[src/rtl/aes_em_pkg.sv]
// ---------------------------------------------------------------------------
// Module   : aes_em_pkg
// Brief    : Shared alarm-handler state encoding and response defaults.
// Revision : 1.0
// ---------------------------------------------------------------------------
`default_nettype none

package aes_em_pkg;

    localparam int ZERO_CYCLES_DEF = 8;
    localparam int LOCK_THRESH_DEF = 3;
    localparam int TIMER_W         = 8;

    typedef enum logic [2:0] {
        ST_IDLE    = 3'd0,
        ST_ARMED   = 3'd1,
        ST_ZEROIZE = 3'd2,
        ST_HOLD    = 3'd3,
        ST_LOCKED  = 3'd4
    } alarm_state_e;

endpackage : aes_em_pkg

`default_nettype wire

[src/rtl/aes_alarm_counter.sv]
// ---------------------------------------------------------------------------
// Module   : aes_alarm_counter
// Brief    : Saturating fault-event counter.
// Revision : 1.0
// ---------------------------------------------------------------------------
`default_nettype none

module aes_alarm_counter #(
    parameter int CNT_W = 4
) (
    input  logic             clk,
    input  logic             rst_n,
    input  logic             inc_i,
    output logic [CNT_W-1:0] cnt_o
);

    logic [CNT_W-1:0] cnt_q;
    logic [CNT_W-1:0] cnt_d;

    always_comb begin
        cnt_d = cnt_q;
        if (inc_i && (cnt_q != '1)) begin
            cnt_d = cnt_q + CNT_W'(1);
        end
    end

    always_ff @(posedge clk) begin
        if (!rst_n) begin
            cnt_q <= '0;
        end else begin
            cnt_q <= cnt_d;
        end
    end

    assign cnt_o = cnt_q;

endmodule : aes_alarm_counter

`default_nettype wire

[src/rtl/aes_alarm_handler.sv]
// ---------------------------------------------------------------------------
// Module   : aes_alarm_handler
// Brief    : Fault-sensor alarm collector and zeroize/halt/lockout response FSM.
// Revision : 1.0
// ---------------------------------------------------------------------------
`default_nettype none

module aes_alarm_handler
    import aes_em_pkg::*;
#(
    parameter int N_SENSORS   = 16,
    parameter int ZERO_CYCLES = ZERO_CYCLES_DEF,
    parameter int CNT_W       = 4,
    parameter int LOCK_THRESH = LOCK_THRESH_DEF
) (
    input  logic                 clk,
    input  logic                 rst_n,
    input  logic [N_SENSORS-1:0] alarm_i,
    input  logic                 enable_i,
    input  logic                 clear_i,
    output logic                 zeroize_o,
    output logic                 halt_o,
    output logic                 irq_o,
    output logic                 locked_o,
    output logic [N_SENSORS-1:0] status_o,
    output logic [CNT_W-1:0]     fault_cnt_o
);

    localparam logic [TIMER_W-1:0] TIMER_LOAD = TIMER_W'(ZERO_CYCLES - 1);
    localparam bit                 LOCK_EN    = (LOCK_THRESH != 0);

    alarm_state_e         state_q, state_d;
    logic [N_SENSORS-1:0] status_q, status_d;
    logic [TIMER_W-1:0]   timer_q, timer_d;
    logic                 zeroize_q, halt_q, irq_q, locked_q;
    logic                 cnt_inc;
    logic [CNT_W-1:0]     fault_cnt;
    logic                 any_alarm;
    logic                 lock_hit;

    assign any_alarm = |alarm_i;
    // The count already includes the event being zeroized, so compare it directly.
    assign lock_hit  = LOCK_EN && (32'(fault_cnt) >= 32'(LOCK_THRESH));

    aes_alarm_counter #(
        .CNT_W (CNT_W)
    ) u_counter (
        .clk   (clk),
        .rst_n (rst_n),
        .inc_i (cnt_inc),
        .cnt_o (fault_cnt)
    );

    always_comb begin
        state_d  = state_q;
        status_d = status_q;
        timer_d  = timer_q;
        cnt_inc  = 1'b0;
        case (state_q)
            ST_IDLE: begin
                if (enable_i) state_d = ST_ARMED;
            end
            ST_ARMED: begin
                if (any_alarm) begin
                    status_d = status_q | alarm_i;
                    cnt_inc  = 1'b1;
                    timer_d  = TIMER_LOAD;
                    state_d  = ST_ZEROIZE;
                end else if (!enable_i) begin
                    state_d = ST_IDLE;
                end
            end
            ST_ZEROIZE: begin
                status_d = status_q | alarm_i;
                if (timer_q == '0) begin
                    state_d = lock_hit ? ST_LOCKED : ST_HOLD;
                end else begin
                    timer_d = timer_q - TIMER_W'(1);
                end
            end
            ST_HOLD: begin
                if (clear_i && any_alarm) begin
                    status_d = alarm_i;
                    cnt_inc  = 1'b1;
                    timer_d  = TIMER_LOAD;
                    state_d  = ST_ZEROIZE;
                end else if (clear_i) begin
                    status_d = '0;
                    state_d  = ST_ARMED;
                end else begin
                    status_d = status_q | alarm_i;
                end
            end
            ST_LOCKED: begin
                status_d = status_q | alarm_i;
            end
            default: begin
                state_d = ST_IDLE;
            end
        endcase
    end

    // Outputs are decoded from the next state so they appear on the same edge as the transition.
    always_ff @(posedge clk) begin
        if (!rst_n) begin
            state_q   <= ST_IDLE;
            status_q  <= '0;
            timer_q   <= '0;
            zeroize_q <= 1'b0;
            halt_q    <= 1'b0;
            irq_q     <= 1'b0;
            locked_q  <= 1'b0;
        end else begin
            state_q   <= state_d;
            status_q  <= status_d;
            timer_q   <= timer_d;
            zeroize_q <= (state_d == ST_ZEROIZE);
            halt_q    <= (state_d == ST_ZEROIZE) || (state_d == ST_HOLD) || (state_d == ST_LOCKED);
            irq_q     <= (state_d == ST_HOLD) || (state_d == ST_LOCKED);
            locked_q  <= (state_d == ST_LOCKED);
        end
    end

    assign zeroize_o   = zeroize_q;
    assign halt_o      = halt_q;
    assign irq_o       = irq_q;
    assign locked_o    = locked_q;
    assign status_o    = status_q;
    assign fault_cnt_o = fault_cnt;

endmodule : aes_alarm_handler

`default_nettype wire

[config.mk]
export PLATFORM = sky130hd
export DESIGN_NAME = aes_alarm_handler
export DESIGN_NICKNAME = d
export VERILOG_FILES = /design/src/rtl/aes_em_pkg.sv /design/src/rtl/aes_alarm_counter.sv /design/src/rtl/aes_alarm_handler.sv
export SDC_FILE = /design/constraint.sdc
export NUM_CORES = 1
export LEC_CHECK = 0
export ABC_CLOCK_PERIOD_IN_PS = 1560
export BUFFER_PORTS_ARGS = -buffer_cell sky130_fd_sc_hd__buf_2
export CAP_MARGIN = 40
export CORE_MARGIN = 2
export CORE_UTILIZATION = 46
export DETAILED_ROUTE_END_ITERATION = 10
export PLACE_DENSITY = 0.75
export SLEW_MARGIN = 10
export SYNTH_ARGS = -nofsm -noshare
export SYNTH_HDL_FRONTEND = slang
export SYNTH_SLANG_ARGS = --single-unit
[constraint.sdc]
create_clock -name clk -period 1.56 [get_ports clk]
set_input_delay 0.312 -clock clk [delete_from_list [all_inputs] [get_ports clk]]
set_output_delay 0.312 -clock clk [all_outputs]
set_load 0.01 [all_outputs]
==> qor.yml <==
setup_path:
  crit_fanout: 8
  crit_family: "simple AND/OR/NAND/NOR gates"
  cpMaxStageDelayCell: "dfxtp_2"
  setup.worst_path.end_class: "flop"
  reg2reg_from: "timer_q[1]$_SDFFE_PN0P_"
  path_cells: "inv_2 > ha_4 > nor3b_4 > a21boi_4 > or2_1 > a311oi_1"
  cp_num_buf_inv: 1
  rrSetupSlack_ns: 0.07
  arrival_ns: 1.74
  startpoint_type: "flop"
  r2r-end: "timer_q[1]$_SDFFE_PN0P_"
  reg2reg_depth: 6
  critPathKind: "flop to flop"
  slowest_delay_ns: 0.33
  cp.required_ns: 1.81
sta:
  worstMarginPinSlew_ns: 0.303
  max_freq_mhz: 673
  period_minus_slack_ns: 1.49
  max_slew_margin_pct: 79.8
  slew_viol_final: 0
  setup_viol: 0
  skew_ns: 0.0104
  final_hold_viol_count: 0
  period_share_pct: 95.3
  rsz0062_at_grt: "true"
  finalSetupTns_ns: 0
  hold_ws_ns: 0.213
yosys:
  ys.flop_type: "dfxtp_1"
  ys_seq_elements: 35
  syn_area_per_cell_um2: 8.78
  synth_fp_nets: 200
  synth_top_area_share_pct: 45.1
  synth_area_leaders: "dfxtp_1 45%, o21ai_0 6.8%, a21oi_1 6.4%"
  syn_area_um2: 1550
  synth_cell_types: 37
  synth_seq_area_share_pct: 45.1
  synth-edff-count: 0
  synthArstFlopShare_pct: 0
  yosys_warnings: 0
  yosys.area.top_type: "dfxtp_1"
  postSynthCellCount: 177
  post-synth-top-count-cell: "dfxtp_1"
  synth_commonest_cells: "35 x dfxtp_1, 22 x nand2_1, 21 x o21ai_0"
die:
  placementRows: 21
  initial_utilization_pct: 47.3
  dieArea_um2: 3860
  ios: 44
  fp.dieH_um: 62.1
  core_area_um2: 3280
  die_x_um: 62.1
grt:
  grt_pass1_vias: 1329
  grt_max_degree: 17
  grt_overflow: 0
  track_usage_pct: 18.5
  grt_pass1_wl_um: 5580
  antenna_found_initial: 0
worst_hold_path:
  whs_path_depth: 3
  min_to: "status_o[1]$_SDFFE_PN0P_"
  worstHoldPathType: "primary input to flop"
  hp-start: "alarm_i[1]"
clock_network:
  cts_hold_buf: 0
  clk_pin_slew_worst_paths_ns: 0.10
  htree_num_levels: 2
  post_cts_buffers: 0
  cts_made_buffers: 5
  clockRootBuffer: "clkbuf_4"
  cts_tree: "done"
  clk_latency_ns: 0.35
  cts_buffer_depth: 2
  numClockSinks: 35
placed_design:
  dp_hpwl_um: 2610
  postPlaceCellArea_um2: 2030
  port_buffers: 43
  place_inst: 289
  place_congestion: 0.785
final_layout:
  final_cells: 294
  design_area_um2: 2140
  drive_above_1_share_pct: 40.7
  fillers: 286
  multiInputGateArea_um2: 867
  area_growth_pct: 37.8
  seq_area_um2: 707
  antennaDiodeCount: 0
  nNetsFinal: 271
pwr:
  total_power_mw: 2.17
  peakVddDrop_mv: 0.686
  leakagePower_nw: 0.954
  p_per_area_nw_per_um2: 1010
outcome:
  status: "complete, no violations"
route:
  dr.pass1.iters: 4
  wire_per_inst_um: 11.9
  route.met3.wl_um: 168
  top_layer_used: "met4"
  vias_per_cell: 5.02
  wl_met1_um: 1530
  vias: 1477
  totalWireLength_um: 3510
  drtIter0Drc: 86
  antenna_left: 0
  drc: 0
  wl_met2_um: 1750
flow_run:
  maxCapViolCount: 0
==> worst max path at each step <==
stage	startpoint	end	slack [ns]	cells past startpoint
final	timer_q[1]$_SDFFE_PN0P_	timer_q[1]$_SDFFE_PN0P_	0.07	6
after global routing	timer_q[1]$_SDFFE_PN0P_	timer_q[1]$_SDFFE_PN0P_	-0.01	6
after CTS	state_q[1]$_SDFF_PN0_	timer_q[5]$_SDFFE_PN0P_	-0.02	5
after detailed placement	alarm_i[10]	irq_o$_SDFF_PN0_	-0.27	7
after global placement	alarm_i[2]	irq_o$_SDFF_PN0_	-0.25	7
after floorplan	timer_q[0]$_SDFFE_PN0P_	timer_q[1]$_SDFFE_PN0P_	0.0007	6
==> report_power, final <==
group / internal, mW / switching, mW / total [mW]
logic: 0.310 / 0.320 / 0.630
clock network: 0.208 / 0.296 / 0.504
registers: 0.985 / 0.0517 / 1.04
total: 1.50 / 0.668 / 2.17
==> metrics by stage <==
| stage | worst slack [ns] | util [%] |
|---|---|---|
| finish | 0.0740 | 65.2 |
| global placement | -0.252 | 61.8 |
| floorplan | 0.000701 | - |
| CTS | -0.0171 | 64.1 |
| global route | -0.00996 | 65.2 |
| detailed placement | -0.267 | 61.8 |
==> sequential cells by signal (all words and copies together), names as in the netlist <==
name	count
u_counter.cnt_o	4
zeroize_o	1
locked_o	1
timer_q	8
status_o	16
state_q	3
irq_o	1
halt_o	1
==> per-layer routing <==
layer  vias to the layer above  GRT usage (%)
met5                         -              0
met4                         0           8.33
met3                         6           6.88
met2                        28           30.8
met1                       674           21.2
li1                        769              -
==> layout by cell type (no fill, tap or decap), types with 2 or more instances in the layout <==
cell	instances
o21ai_1	2
dfxtp_1	30
ha_1	2
a21oi_1	20
xor2_1	7
nor2b_1	2
nand4b_1	2
o21a_1	2
nor2_1	10
nand3_1	7
buf_4	24
nor4_2	4
nand4_1	2
dfxtp_2	5
a311oi_1	2
nand2_1	21
inv_2	2
clkbuf_4	5
nand3b_1	3
nor3_1	3
buf_2	43
inv_1	5
o21ai_0	19
nand2b_1	3
nor3b_4	2
==> worst min-delay path, stage by stage <==
cell and delay [ns]:
buf_2 0.11, nand2_1 0.05, a21oi_1 0.05
==> logic make-up after synthesis <==
family / Yosys count / synth area share (%)
AO/OA/AOI/OAI: 52 / 19.2
XOR/XNOR: 7 / 3.95
adder cells (fa/ha/maj): 3 / 2.42
buffers and inverters: 12 / 3.06
flip-flops: 35 / 45.1
multiplexers: 1 / 0.644
AND/OR/NAND/NOR: 67 / 25.7
==> final cells by class <==
class	count	share of cell area (%)
clock inverters	1	0.234
repair buffers	69	19.9
inverters	7	1.23
flip-flops and latches	35	33.0
well taps	46	2.69
clock buffers	6	2.40
multi-input cells	130	40.5
==> what timing repair did <==
item / CTS / global route
gates resized for setup: 7 / 16
endpoints found under the setup margin: 12 / 24
pin swaps: 4 / 8
endpoints found under the hold margin: 0 / 0
(Power assumes the default switching activity.)
